$ cat src/rtl/npu_pkg.sv
// Shared NPU widths, the LayerNorm row-scheduler state encoding and the engine command record.
package npu_pkg;

    localparam int ADDR_W = 16;
    localparam int CNT_W  = 16;
    localparam int PERF_W = 32;

    typedef logic [ADDR_W-1:0] addr_t;
    typedef logic [CNT_W-1:0]  cnt_t;

    typedef enum logic [2:0] {
        S_IDLE,
        S_ISSUE,
        S_WAIT,
        S_NEXT,
        S_DONE
    } ln_sched_state_t;

    typedef struct packed {
        cnt_t  length;
        addr_t src_base;
        addr_t dst_base;
        addr_t gamma_base;
        addr_t beta_base;
    } ln_eng_cmd_t;

endpackage

$ cat src/rtl/ln_row_scheduler_if.sv
// Tile command, engine command and status bundle for ln_row_scheduler.
// perf_cycles/perf_stall exist only when LN_SCHED_PERF_EN is defined.
interface ln_row_scheduler_if;
    import npu_pkg::*;

    logic  cmd_valid;
    logic  cmd_ready;
    cnt_t  num_rows;
    cnt_t  hidden;
    addr_t src_base;
    addr_t dst_base;
    addr_t gamma_base;
    addr_t beta_base;
    addr_t row_stride;
    logic  abort;

    logic  eng_cmd_valid;
    logic  eng_cmd_ready;
    cnt_t  eng_length;
    addr_t eng_src_base;
    addr_t eng_dst_base;
    addr_t eng_gamma_base;
    addr_t eng_beta_base;
    logic  eng_done;

    logic  busy;
    logic  done;
    logic  err;
    logic  aborted;
    cnt_t  rows_done;
`ifdef LN_SCHED_PERF_EN
    logic [PERF_W-1:0] perf_cycles;
    logic [PERF_W-1:0] perf_stall;
`endif

    // Control unit plus engine side
    modport master (
        output cmd_valid, num_rows, hidden, src_base, dst_base, gamma_base, beta_base,
               row_stride, abort, eng_cmd_ready, eng_done,
        input  cmd_ready, eng_cmd_valid, eng_length, eng_src_base, eng_dst_base,
               eng_gamma_base, eng_beta_base, busy, done, err, aborted, rows_done
`ifdef LN_SCHED_PERF_EN
        , input perf_cycles, perf_stall
`endif
    );

    // Scheduler side
    modport slave (
        input  cmd_valid, num_rows, hidden, src_base, dst_base, gamma_base, beta_base,
               row_stride, abort, eng_cmd_ready, eng_done,
        output cmd_ready, eng_cmd_valid, eng_length, eng_src_base, eng_dst_base,
               eng_gamma_base, eng_beta_base, busy, done, err, aborted, rows_done
`ifdef LN_SCHED_PERF_EN
        , output perf_cycles, perf_stall
`endif
    );

endinterface

$ cat src/rtl/ln_sched_perf_ctr.sv
// Saturating event counter with synchronous clear; clear wins over increment.
module ln_sched_perf_ctr #(
    parameter int W = 32
) (
    input  logic         clk,
    input  logic         rst_n,
    input  logic         clr,
    input  logic         inc,
    output logic [W-1:0] count
);

    always_ff @(posedge clk or negedge rst_n) begin
        if (!rst_n) begin
            count <= '0;
        end else if (clr) begin
            count <= '0;
        end else if (inc && (count != {W{1'b1}})) begin
            count <= count + W'(1);
        end
    end

endmodule

$ cat src/rtl/ln_row_scheduler.sv
// Walks a multi-row tile through the LayerNorm engine, one engine command per row.
// Define LN_SCHED_PERF_EN to add the busy-cycle and issue-stall counters.
module ln_row_scheduler
    import npu_pkg::*;
(
    input  logic               clk,
    input  logic               rst_n,
    ln_row_scheduler_if.slave  bus
);

    ln_sched_state_t state, state_nxt;

    cnt_t        num_rows_q;
    cnt_t        row_idx;
    cnt_t        rows_done_q;
    addr_t       stride_q;
    ln_eng_cmd_t eng_q;
    logic        abort_flag;
    logic        err_q;

    logic accept;
    logic zero_size;
    logic last_row;
    logic in_tile;

    assign accept    = bus.cmd_valid && (state == S_IDLE);
    assign zero_size = (bus.num_rows == '0) || (bus.hidden == '0);
    assign last_row  = (row_idx == num_rows_q - cnt_t'(1));
    assign in_tile   = (state == S_ISSUE) || (state == S_WAIT) || (state == S_NEXT);

    always_ff @(posedge clk or negedge rst_n) begin
        if (!rst_n) begin
            state <= S_IDLE;
        end else begin
            state <= state_nxt;
        end
    end

    always_comb begin
        state_nxt = state;
        unique case (state)
            S_IDLE: begin
                if (accept) begin
                    state_nxt = zero_size ? S_DONE : S_ISSUE;
                end
            end
            S_ISSUE: begin
                // A latched abort withdraws the command before any handshake.
                if (abort_flag) begin
                    state_nxt = S_DONE;
                end else if (bus.eng_cmd_ready) begin
                    state_nxt = S_WAIT;
                end
            end
            S_WAIT: begin
                if (bus.eng_done) begin
                    state_nxt = (last_row || abort_flag) ? S_DONE : S_NEXT;
                end
            end
            S_NEXT:  state_nxt = S_ISSUE;
            S_DONE:  state_nxt = S_IDLE;
            default: state_nxt = S_IDLE;
        endcase
    end

    // The engine fields double as the per-row cursors, so they are stable while valid is up.
    always_ff @(posedge clk or negedge rst_n) begin
        if (!rst_n) begin
            num_rows_q  <= '0;
            row_idx     <= '0;
            rows_done_q <= '0;
            stride_q    <= '0;
            eng_q       <= '0;
            abort_flag  <= 1'b0;
            err_q       <= 1'b0;
        end else if (accept) begin
            num_rows_q        <= bus.num_rows;
            row_idx           <= '0;
            rows_done_q       <= '0;
            stride_q          <= bus.row_stride;
            eng_q.length      <= bus.hidden;
            eng_q.src_base    <= bus.src_base;
            eng_q.dst_base    <= bus.dst_base;
            eng_q.gamma_base  <= bus.gamma_base;
            eng_q.beta_base   <= bus.beta_base;
            abort_flag        <= 1'b0;
            err_q             <= zero_size;
        end else begin
            if (in_tile && bus.abort) begin
                abort_flag <= 1'b1;
            end
            if ((state == S_WAIT) && bus.eng_done) begin
                rows_done_q <= rows_done_q + cnt_t'(1);
            end
            if (state == S_NEXT) begin
                row_idx        <= row_idx + cnt_t'(1);
                eng_q.src_base <= eng_q.src_base + stride_q;
                eng_q.dst_base <= eng_q.dst_base + stride_q;
            end
        end
    end

    assign bus.cmd_ready      = (state == S_IDLE);
    assign bus.eng_cmd_valid  = (state == S_ISSUE) && !abort_flag;
    assign bus.eng_length     = eng_q.length;
    assign bus.eng_src_base   = eng_q.src_base;
    assign bus.eng_dst_base   = eng_q.dst_base;
    assign bus.eng_gamma_base = eng_q.gamma_base;
    assign bus.eng_beta_base  = eng_q.beta_base;
    assign bus.busy           = (state != S_IDLE);
    assign bus.done           = (state == S_DONE);
    assign bus.err            = bus.done && err_q;
    assign bus.aborted        = bus.done && !err_q && (rows_done_q < num_rows_q);
    assign bus.rows_done      = rows_done_q;

`ifdef LN_SCHED_PERF_EN
    ln_sched_perf_ctr #(.W(PERF_W)) u_perf_cycles (
        .clk   (clk),
        .rst_n (rst_n),
        .clr   (accept),
        .inc   (bus.busy),
        .count (bus.perf_cycles)
    );

    ln_sched_perf_ctr #(.W(PERF_W)) u_perf_stall (
        .clk   (clk),
        .rst_n (rst_n),
        .clr   (accept),
        .inc   ((state == S_ISSUE) && !bus.eng_cmd_ready),
        .count (bus.perf_stall)
    );
`endif

endmodule

$ cat src/flat_wrapper.sv
// flat-port wrapper written by rule: the top's interface ports become plain ports
module ln_row_scheduler_flat import npu_pkg::*;
  (clk, rst_n, bus_cmd_valid, bus_num_rows, bus_hidden, bus_src_base, bus_dst_base, bus_gamma_base, bus_beta_base, bus_row_stride, bus_abort, bus_eng_cmd_ready, bus_eng_done, bus_cmd_ready, bus_eng_cmd_valid, bus_eng_length, bus_eng_src_base, bus_eng_dst_base, bus_eng_gamma_base, bus_eng_beta_base, bus_busy, bus_done, bus_err, bus_aborted, bus_rows_done);
  ln_row_scheduler_if bus_i ();
  input  logic clk;
  input  logic rst_n;
  input wire logic [$bits(bus_i.cmd_valid)-1:0] bus_cmd_valid;
  input wire logic [$bits(bus_i.num_rows)-1:0] bus_num_rows;
  input wire logic [$bits(bus_i.hidden)-1:0] bus_hidden;
  input wire logic [$bits(bus_i.src_base)-1:0] bus_src_base;
  input wire logic [$bits(bus_i.dst_base)-1:0] bus_dst_base;
  input wire logic [$bits(bus_i.gamma_base)-1:0] bus_gamma_base;
  input wire logic [$bits(bus_i.beta_base)-1:0] bus_beta_base;
  input wire logic [$bits(bus_i.row_stride)-1:0] bus_row_stride;
  input wire logic [$bits(bus_i.abort)-1:0] bus_abort;
  input wire logic [$bits(bus_i.eng_cmd_ready)-1:0] bus_eng_cmd_ready;
  input wire logic [$bits(bus_i.eng_done)-1:0] bus_eng_done;
  output wire logic [$bits(bus_i.cmd_ready)-1:0] bus_cmd_ready;
  output wire logic [$bits(bus_i.eng_cmd_valid)-1:0] bus_eng_cmd_valid;
  output wire logic [$bits(bus_i.eng_length)-1:0] bus_eng_length;
  output wire logic [$bits(bus_i.eng_src_base)-1:0] bus_eng_src_base;
  output wire logic [$bits(bus_i.eng_dst_base)-1:0] bus_eng_dst_base;
  output wire logic [$bits(bus_i.eng_gamma_base)-1:0] bus_eng_gamma_base;
  output wire logic [$bits(bus_i.eng_beta_base)-1:0] bus_eng_beta_base;
  output wire logic [$bits(bus_i.busy)-1:0] bus_busy;
  output wire logic [$bits(bus_i.done)-1:0] bus_done;
  output wire logic [$bits(bus_i.err)-1:0] bus_err;
  output wire logic [$bits(bus_i.aborted)-1:0] bus_aborted;
  output wire logic [$bits(bus_i.rows_done)-1:0] bus_rows_done;
  assign bus_i.cmd_valid = bus_cmd_valid;
  assign bus_i.num_rows = bus_num_rows;
  assign bus_i.hidden = bus_hidden;
  assign bus_i.src_base = bus_src_base;
  assign bus_i.dst_base = bus_dst_base;
  assign bus_i.gamma_base = bus_gamma_base;
  assign bus_i.beta_base = bus_beta_base;
  assign bus_i.row_stride = bus_row_stride;
  assign bus_i.abort = bus_abort;
  assign bus_i.eng_cmd_ready = bus_eng_cmd_ready;
  assign bus_i.eng_done = bus_eng_done;
  assign bus_cmd_ready = bus_i.cmd_ready;
  assign bus_eng_cmd_valid = bus_i.eng_cmd_valid;
  assign bus_eng_length = bus_i.eng_length;
  assign bus_eng_src_base = bus_i.eng_src_base;
  assign bus_eng_dst_base = bus_i.eng_dst_base;
  assign bus_eng_gamma_base = bus_i.eng_gamma_base;
  assign bus_eng_beta_base = bus_i.eng_beta_base;
  assign bus_busy = bus_i.busy;
  assign bus_done = bus_i.done;
  assign bus_err = bus_i.err;
  assign bus_aborted = bus_i.aborted;
  assign bus_rows_done = bus_i.rows_done;
  ln_row_scheduler u_core (.clk(clk), .rst_n(rst_n), .bus(bus_i));
endmodule
$ cat config.mk
export PLATFORM = sky130hd
export DESIGN_NAME = ln_row_scheduler_flat
export DESIGN_NICKNAME = d
export VERILOG_FILES = /design/src/rtl/npu_pkg.sv /design/src/rtl/ln_row_scheduler_if.sv /design/src/rtl/ln_sched_perf_ctr.sv /design/src/rtl/ln_row_scheduler.sv /design/src/flat_wrapper.sv
export SDC_FILE = /design/constraint.sdc
export NUM_CORES = 1
export LEC_CHECK = 0
export CORE_UTILIZATION = 49
export CTS_CLUSTER_SIZE = 16
export DETAILED_ROUTE_END_ITERATION = 7
export GPL_ROUTABILITY_DRIVEN = 0
export MAX_ROUTING_LAYER = met4
export PLACE_DENSITY = 0.81
export SLEW_MARGIN = 20
export SYNTH_ARGS = -nofsm -noshare
export SYNTH_HDL_FRONTEND = slang
export SYNTH_HIERARCHICAL = 1
export SYNTH_SLANG_ARGS = --single-unit
$ cat constraint.sdc
create_clock -name clk -period 2.74 [get_ports clk]
set_input_delay 0.548 -clock clk [delete_from_list [all_inputs] [get_ports clk]]
set_output_delay 0.548 -clock clk [all_outputs]
set_load 0.01 [all_outputs]
==> flow_summary_export.csv, run 1 <==
group,metric,value,unit
outcome,status,"complete, but fails checks",
outcome,failed_checks,"negative setup slack",
yosys,synth_nets,1143,
yosys,ys_warn_count,6,
power,p_seq_frac,0.274,
route,wl,24600,um
power,power_switching_share,0.419,
timing,setup_slack,-183,ps
critical_path,cp-start-kind,"register",
global_route,grt_first_pass_wirelength,39500,um
power,comb_power_share,0.549,
final_layout,fin_util,0.708,
yosys,ys_ff_latch,149,
power,clockPowerShare,0.177,
timing,slew_viol_final,0,
clock_tree,clock_latency,430,ps
yosys,synth_seq_area_share,0.443,
placed_design,dp_slack,-244,ps
placed_design,io_buffers,219,
global_route,grt_max_degree,60,
floorplanning,fp.dieArea,17700,um^2
placed_design,hpwl,17500,um
floorplanning,start_util,0.505,
critical_path,critical_path_class,"reg -> out",
yosys,ys_types,60,
route,vias,7996,
timing,slew_headroom,0.626,
yosys,synth.cell_area,8410,um^2
power,power,13.7,mW
timing,fin_crit,2920,ps
route,drtPass1Iterations,5,
power,irDropWorstVdd,0.642,mV
yosys,syn_avg_cell_area,8.62,um^2
route,drt_iter0_markers,579,
clock_tree,root_buffer,"clkbuf_16",
timing,holdWs,86.5,ps
route,drc_errors,0,
worst_hold_path,hp-class,"in -> async",
yosys,yosys-top-cells-area,"dfrtp_1 (44%), nand2_1 (12%), ha_1 (7.1%), o21ai_0 (3.5%), xnor2_1 (3.4%)",
timing,worst_pin_slew,557,ps
power,cellPowerDensity,1160,nW/um^2
final_layout,nFillCells,1246,
critical_path,rrSetupSlack,110,ps
final_layout,multi_input_area,4450,um^2
final_layout,final_common_cell,"nand2_1",
floorplanning,die_h,133,um
power,p_int,7.96,mW
critical_path,cp_max_fo,2,
yosys,synth_top_area_frac,0.443,
critical_path,required,2190,ps
placed_design,place_area,11100,um^2
timing,hold_violations,0,
yosys,postSynthCellCount,975,
clock_tree,ctsHoldBuffers,0,
clock_tree,clockBufferDepth,2,
power,p_switching,5.75,mW
yosys,yosysTopAreaCell,"dfrtp_1",
final_layout,final_cell_mix,"nand2_1 (271), clkdlybuf4s50_1 (217), dfrtp_1 (149), o21ai_0 (59), nor2_1 (53)",
timing,setup_viol,1,
final_layout,nets,1388,
final_layout,antenna_cells,0,
critical_path,worstPathArrival,2370,ps
final_layout,final_layout_size_suffix_gt1_frac,0.0819,
clock_tree,cts.sinks,149,
power,leakage,5.40,nW
clock_tree,clk_pin_slew,60,ps
final_layout,area_delta_synth_final,40.1,%
route,postRouteAntennaNets,0,
global_route,grt_pass1_vias,7893,
global_route,grt_overflow,0,
floorplanning,dieWidth,133,um
timing,rsz0062_at_grt,"yes",
route,vias_per_cell,5.50,
clock_tree,h-tree-depth,4,
final_layout,final_area,11800,um^2
clock_tree,cts_tree,"built",
run,cap_viol_max_count,0,
global_route,antenna_found_initial,0,
route,wl_per_cell,16.9,um
floorplanning,num_rows,47,
critical_path,crit_path_end_kind,"output port",
timing,fin_crit_sh,1.07,
yosys,synth_enable_flop_cells,0,
timing,clock-skew-final,7.26,ps
timing,clock.fmax,0.342,GHz
clock_tree,cts-buffers-inserted,17,
global_route,grt_usage,0.292,
floorplanning,core_area,16600,um^2
floorplanning,pin_count,220,
yosys,synthArstFlopShare,1.00,
yosys,ys.flop_type,"dfrtp_1",
final_layout,regArea,3730,um^2
## per-layer routing
metal,GRT usage,share of wire
met3,0.0579,0.060
met4,0.0958,0.019
met5,-,0
met1,0.370,0.43
met2,0.470,0.49
## power groups by stage
stage,Sequential (mW),Clock [mW],Combinational [mW]
floorplan,3.93,0,4.12
global placement,3.73,0,7.10
detailed placement,3.76,0,7.27
CTS,3.74,2.46,7.40
global route,3.85,2.54,8.22
finish,3.75,2.43,7.52
## worst max-delay path, cell delays in order, from the launching register on
cell	delay, ps
dfrtp_1	390
inv_2	100
ha_4	200
a21o_1	150
a21o_1	160
a21oi_2	120
nor3_1	60
a2111oi_1	330
buf_4	180
o21a_1	130
buf_2	130
## final timing paths
path / startpoint / endpoint / cells after the start
worst max-delay path: u_core/num_rows_q[1] / bus_aborted / 10
worst min-delay path: rst_n / u_core/stride_q[0] / 1
worst max register to register: u_core/stride_q[0] / u_core/bus.eng_src_base[12] / 9
worst min register to register: u_core/bus.eng_gamma_base[7] / u_core/bus.eng_gamma_base[7] / 2
max in group asynchronous: rst_n / u_core/bus.eng_src_base[13] / 2
min in group clk: u_core/bus.eng_gamma_base[7] / u_core/bus.eng_gamma_base[7] / 2
## area by class of cell
cell class / count / area share
Clock buffer: 17 / 0.0361
Clock inverter: 15 / 0.0155
Inverter: 30 / 0.00956
Multi-Input combinational cell: 752 / 0.377
Sequential cell: 149 / 0.317
Tap cell: 220 / 0.0234
Timing Repair Buffer: 270 / 0.221
## per-stage QoR
stage	cells	TNS [ps]
floorplan	975	0
global placement	1419	-266
detailed placement	1419	-244
CTS	1453	-189
global route	1453	-283
finish	1453	-183
## state kept, by name, summed over array words and instances (netlist names), 16 cells and up
register                   flops
u_core/bus.eng_length         16
u_core/bus.rows_done          16
u_core/row_idx                16
u_core/bus.eng_beta_base      16
u_core/bus.eng_src_base       16
u_core/num_rows_q             16
u_core/stride_q               16
u_core/bus.eng_dst_base       16
u_core/bus.eng_gamma_base     16
## synth_stat cells, drive strengths merged, types with 11 or more instances
master	count
nand2	271
dfrtp	149
o21ai	60
nor2	54
ha	48
clkbuf	40
a21oi	39
xnor2	33
xor2	33
inv	29
nand3	29
nor3	22
nand4	17
nor4	14
a21o	11
## timing repair
action                                  CTS  global route
pin swaps                                 5             1
setup buffers                             2             0
endpoints found under the setup margin    1             8
resized for setup                         8             4
## cells by family (layout without fill, tap and decap cells)
kind of cell | count (synthesis) | after routing | share of synthesized area
adder cells (fa/ha/maj) | 50 | 50 | 0.0762
buffers and inverters | 74 | 332 | 0.0339
XOR/XNOR | 66 | 66 | 0.0688
AO/OA/AOI/OAI | 180 | 180 | 0.134
AND/OR/NAND/NOR | 449 | 449 | 0.235
multiplexers | 7 | 7 | 0.00863
flip-flops | 149 | 149 | 0.443
Power figures use the tool's default switching activity.
==> run 2: changes to the inputs <==
--- a/config.mk
+++ b/config.mk
@@ -5,12 +5,12 @@
 export SDC_FILE = /design/constraint.sdc
 export NUM_CORES = 1
 export LEC_CHECK = 0
-export CORE_UTILIZATION = 49
+export CORE_UTILIZATION = 45
 export CTS_CLUSTER_SIZE = 16
 export DETAILED_ROUTE_END_ITERATION = 7
 export GPL_ROUTABILITY_DRIVEN = 0
 export MAX_ROUTING_LAYER = met4
-export PLACE_DENSITY = 0.81
+export PLACE_DENSITY = 0.79
 export SLEW_MARGIN = 20
 export SYNTH_ARGS = -nofsm -noshare
 export SYNTH_HDL_FRONTEND = slang
==> constraint.sdc (replaced) <==
create_clock -name clk -period 2.61 [get_ports clk]
set_input_delay 0.522 -clock clk [delete_from_list [all_inputs] [get_ports clk]]
set_output_delay 0.522 -clock clk [all_outputs]
set_load 0.01 [all_outputs]
==> run 2 against run 1 <==
Net effect: the run ends with design-rule violations, negative setup slack left; first-iteration DRC count grew 12%; non-clock buffer count is 4 higher; clock skew grew 3.1 ps; sequential power increased by 5.6%; critical path type unchanged; largest power group unchanged; highest routed layer unchanged.
==> flow_summary_export.csv, run 2 (synthesis results as in run 1) <==
group,metric,value,unit
outcome,status,"complete, but fails checks",
outcome,failed_checks,"design-rule violations, negative setup slack",
final_layout,nFillCells,1463,
power,comb_power_share,0.549,
clock_tree,clockBufferDepth,2,
route,drtPass1Iterations,8,
final_layout,final_layout_size_suffix_gt1_frac,0.0897,
clock_tree,clock_latency,430,ps
power,p_switching,5.98,mW
floorplanning,pin_count,220,
worst_hold_path,hp-class,"in -> async",
route,drc_errors,7,
route,wl_per_cell,16.9,um
placed_design,hpwl,17300,um
clock_tree,root_buffer,"clkbuf_16",
placed_design,place_area,11100,um^2
final_layout,fin_util,0.654,
critical_path,cp-start-kind,"register",
timing,rsz0062_at_grt,"yes",
clock_tree,clk_pin_slew,60,ps
critical_path,required,2090,ps
floorplanning,fp.dieArea,19200,um^2
floorplanning,start_util,0.463,
critical_path,crit_buf_inv,3,
critical_path,worstSetupPathDepth,10,
final_layout,final_area,11900,um^2
critical_path,cp_max_fo,2,
critical_path,crit_path_end_kind,"output port",
timing,hold_violations,0,
critical_path,r2r_cells,9,
global_route,grt_usage,0.269,
power,p_seq_frac,0.273,
timing,worst_pin_slew,863,ps
global_route,grt_first_pass_wirelength,40000,um
placed_design,io_buffers,219,
floorplanning,num_rows,49,
route,vias,7958,
clock_tree,cts-buffers-inserted,17,
timing,slew_viol_final,0,
route,postRouteAntennaNets,0,
clock_tree,h-tree-depth,4,
critical_path,critical_path_class,"reg -> out",
power,power_switching_share,0.413,
power,clockPowerShare,0.178,
floorplanning,dieWidth,139,um
global_route,grt_pass1_vias,8041,
final_layout,final_common_cell,"nand2_1",
critical_path,path_common_cell,"a21o_1",
timing,clock.fmax,0.330,GHz
timing,fin_crit_sh,1.16,
floorplanning,core_area,18100,um^2
global_route,grt_max_degree,149,
final_layout,area_delta_synth_final,41.1,%
clock_tree,cts.sinks,149,
power,p_int,8.52,mW
final_layout,nets,1392,
power,power,14.5,mW
critical_path,worstPathArrival,2510,ps
timing,setup_slack,-424,ps
timing,setup_viol,2,
critical_path,slowest_delay,440,ps
route,vias_per_cell,5.42,
run,cap_viol_max_count,0,
timing,fin_crit,3030,ps
global_route,grt_overflow,0,
clock_tree,cts_tree,"built",
final_layout,final_cell_mix,"nand2_1 (271), clkdlybuf4s50_1 (217), dfrtp_1 (149), o21ai_0 (58), nor2_1 (53)",
timing,fin_setup_tns,-469,ps
power,leakage,5.42,nW
route,drt_iter0_markers,649,
route,wl,24700,um
floorplanning,die_h,139,um
critical_path,critPathTopFamily,"compound AO/OA/AOI/OAI gates",
timing,clock-skew-final,10.4,ps
global_route,antenna_found_initial,1,
critical_path,path_cells,"inv_2, ha_4, a21o_1, a21o_1, a21oi_1, nor3_1, a2111oi_1, buf_4, o21a_1, buf_2",
timing,holdWs,433,ps
power,cellPowerDensity,1220,nW/um^2
critical_path,cp_slowest_cell,"a2111oi_1",
timing,slew_headroom,0.425,
power,irDropWorstVdd,0.667,mV
==> run 2: power groups by stage <==
stage | Combinational [mW] | Sequential, mW | Clock [mW]
after floorplan | 4.32 | 4.12 | 0
after global placement | 7.43 | 3.93 | 0
after detailed placement | 7.62 | 3.95 | 0
after CTS | 7.72 | 3.94 | 2.62
after global routing | 8.74 | 4.07 | 2.71
final | 7.96 | 3.96 | 2.58
==> run 2: cell type report <==
cell class	instances	area, um^2	share of cell area
clock inverters	13	171	0.0144
repair buffers	274	2630	0.222
clock buffers	19	443	0.0373
flip-flops and latches	149	3730	0.314
well taps	229	287	0.0242
diodes	1	2.50	0.000211
multi-input cells	752	4480	0.378
inverters	30	115	0.00970
==> run 2: metrics by stage <==
step | setup slack, ps | std cells
global route | -399 | 1467
global placement | -356 | 1427
floorplan | 256 | 975
CTS | -292 | 1462
detailed placement | -367 | 1427
finish | -424 | 1467
==> run 2: layer usage <==
layer	GRT usage	wire length [um]	up-vias
li1	-	-	3855
met1	0.332	10500	3767
met2	0.438	12200	280
met3	0.0480	1350	56
met4	0.112	649	0
met5	-	0	-
==> run 2: what timing repair did <==
| item | 4_1_cts | 5_1_grt |
|---|---|---|
| hold buffers | 1 | 0 |
| endpoints found under the setup margin | 4 | 10 |
| pin swaps | 6 | 3 |
| endpoints found under the hold margin | 1 | 0 |
| setup buffers | 2 | 4 |
| gates resized for setup | 9 | 16 |
==> run 2: worst paths after layout <==
check / startpoint / slack, ps / end
max in group asynchronous: rst_n / 1170 / u_core/bus.eng_src_base[12]
setup reg to reg: u_core/num_rows_q[0] / -50 / u_core/state[0]
setup / recovery: u_core/num_rows_q[1] / -420 / bus_aborted
min in group clk: u_core/bus.eng_length[8] / 470 / u_core/bus.eng_length[8]
hold reg to reg: u_core/bus.eng_length[8] / 470 / u_core/bus.eng_length[8]
hold / removal: rst_n / 430 / u_core/bus.eng_dst_base[0]
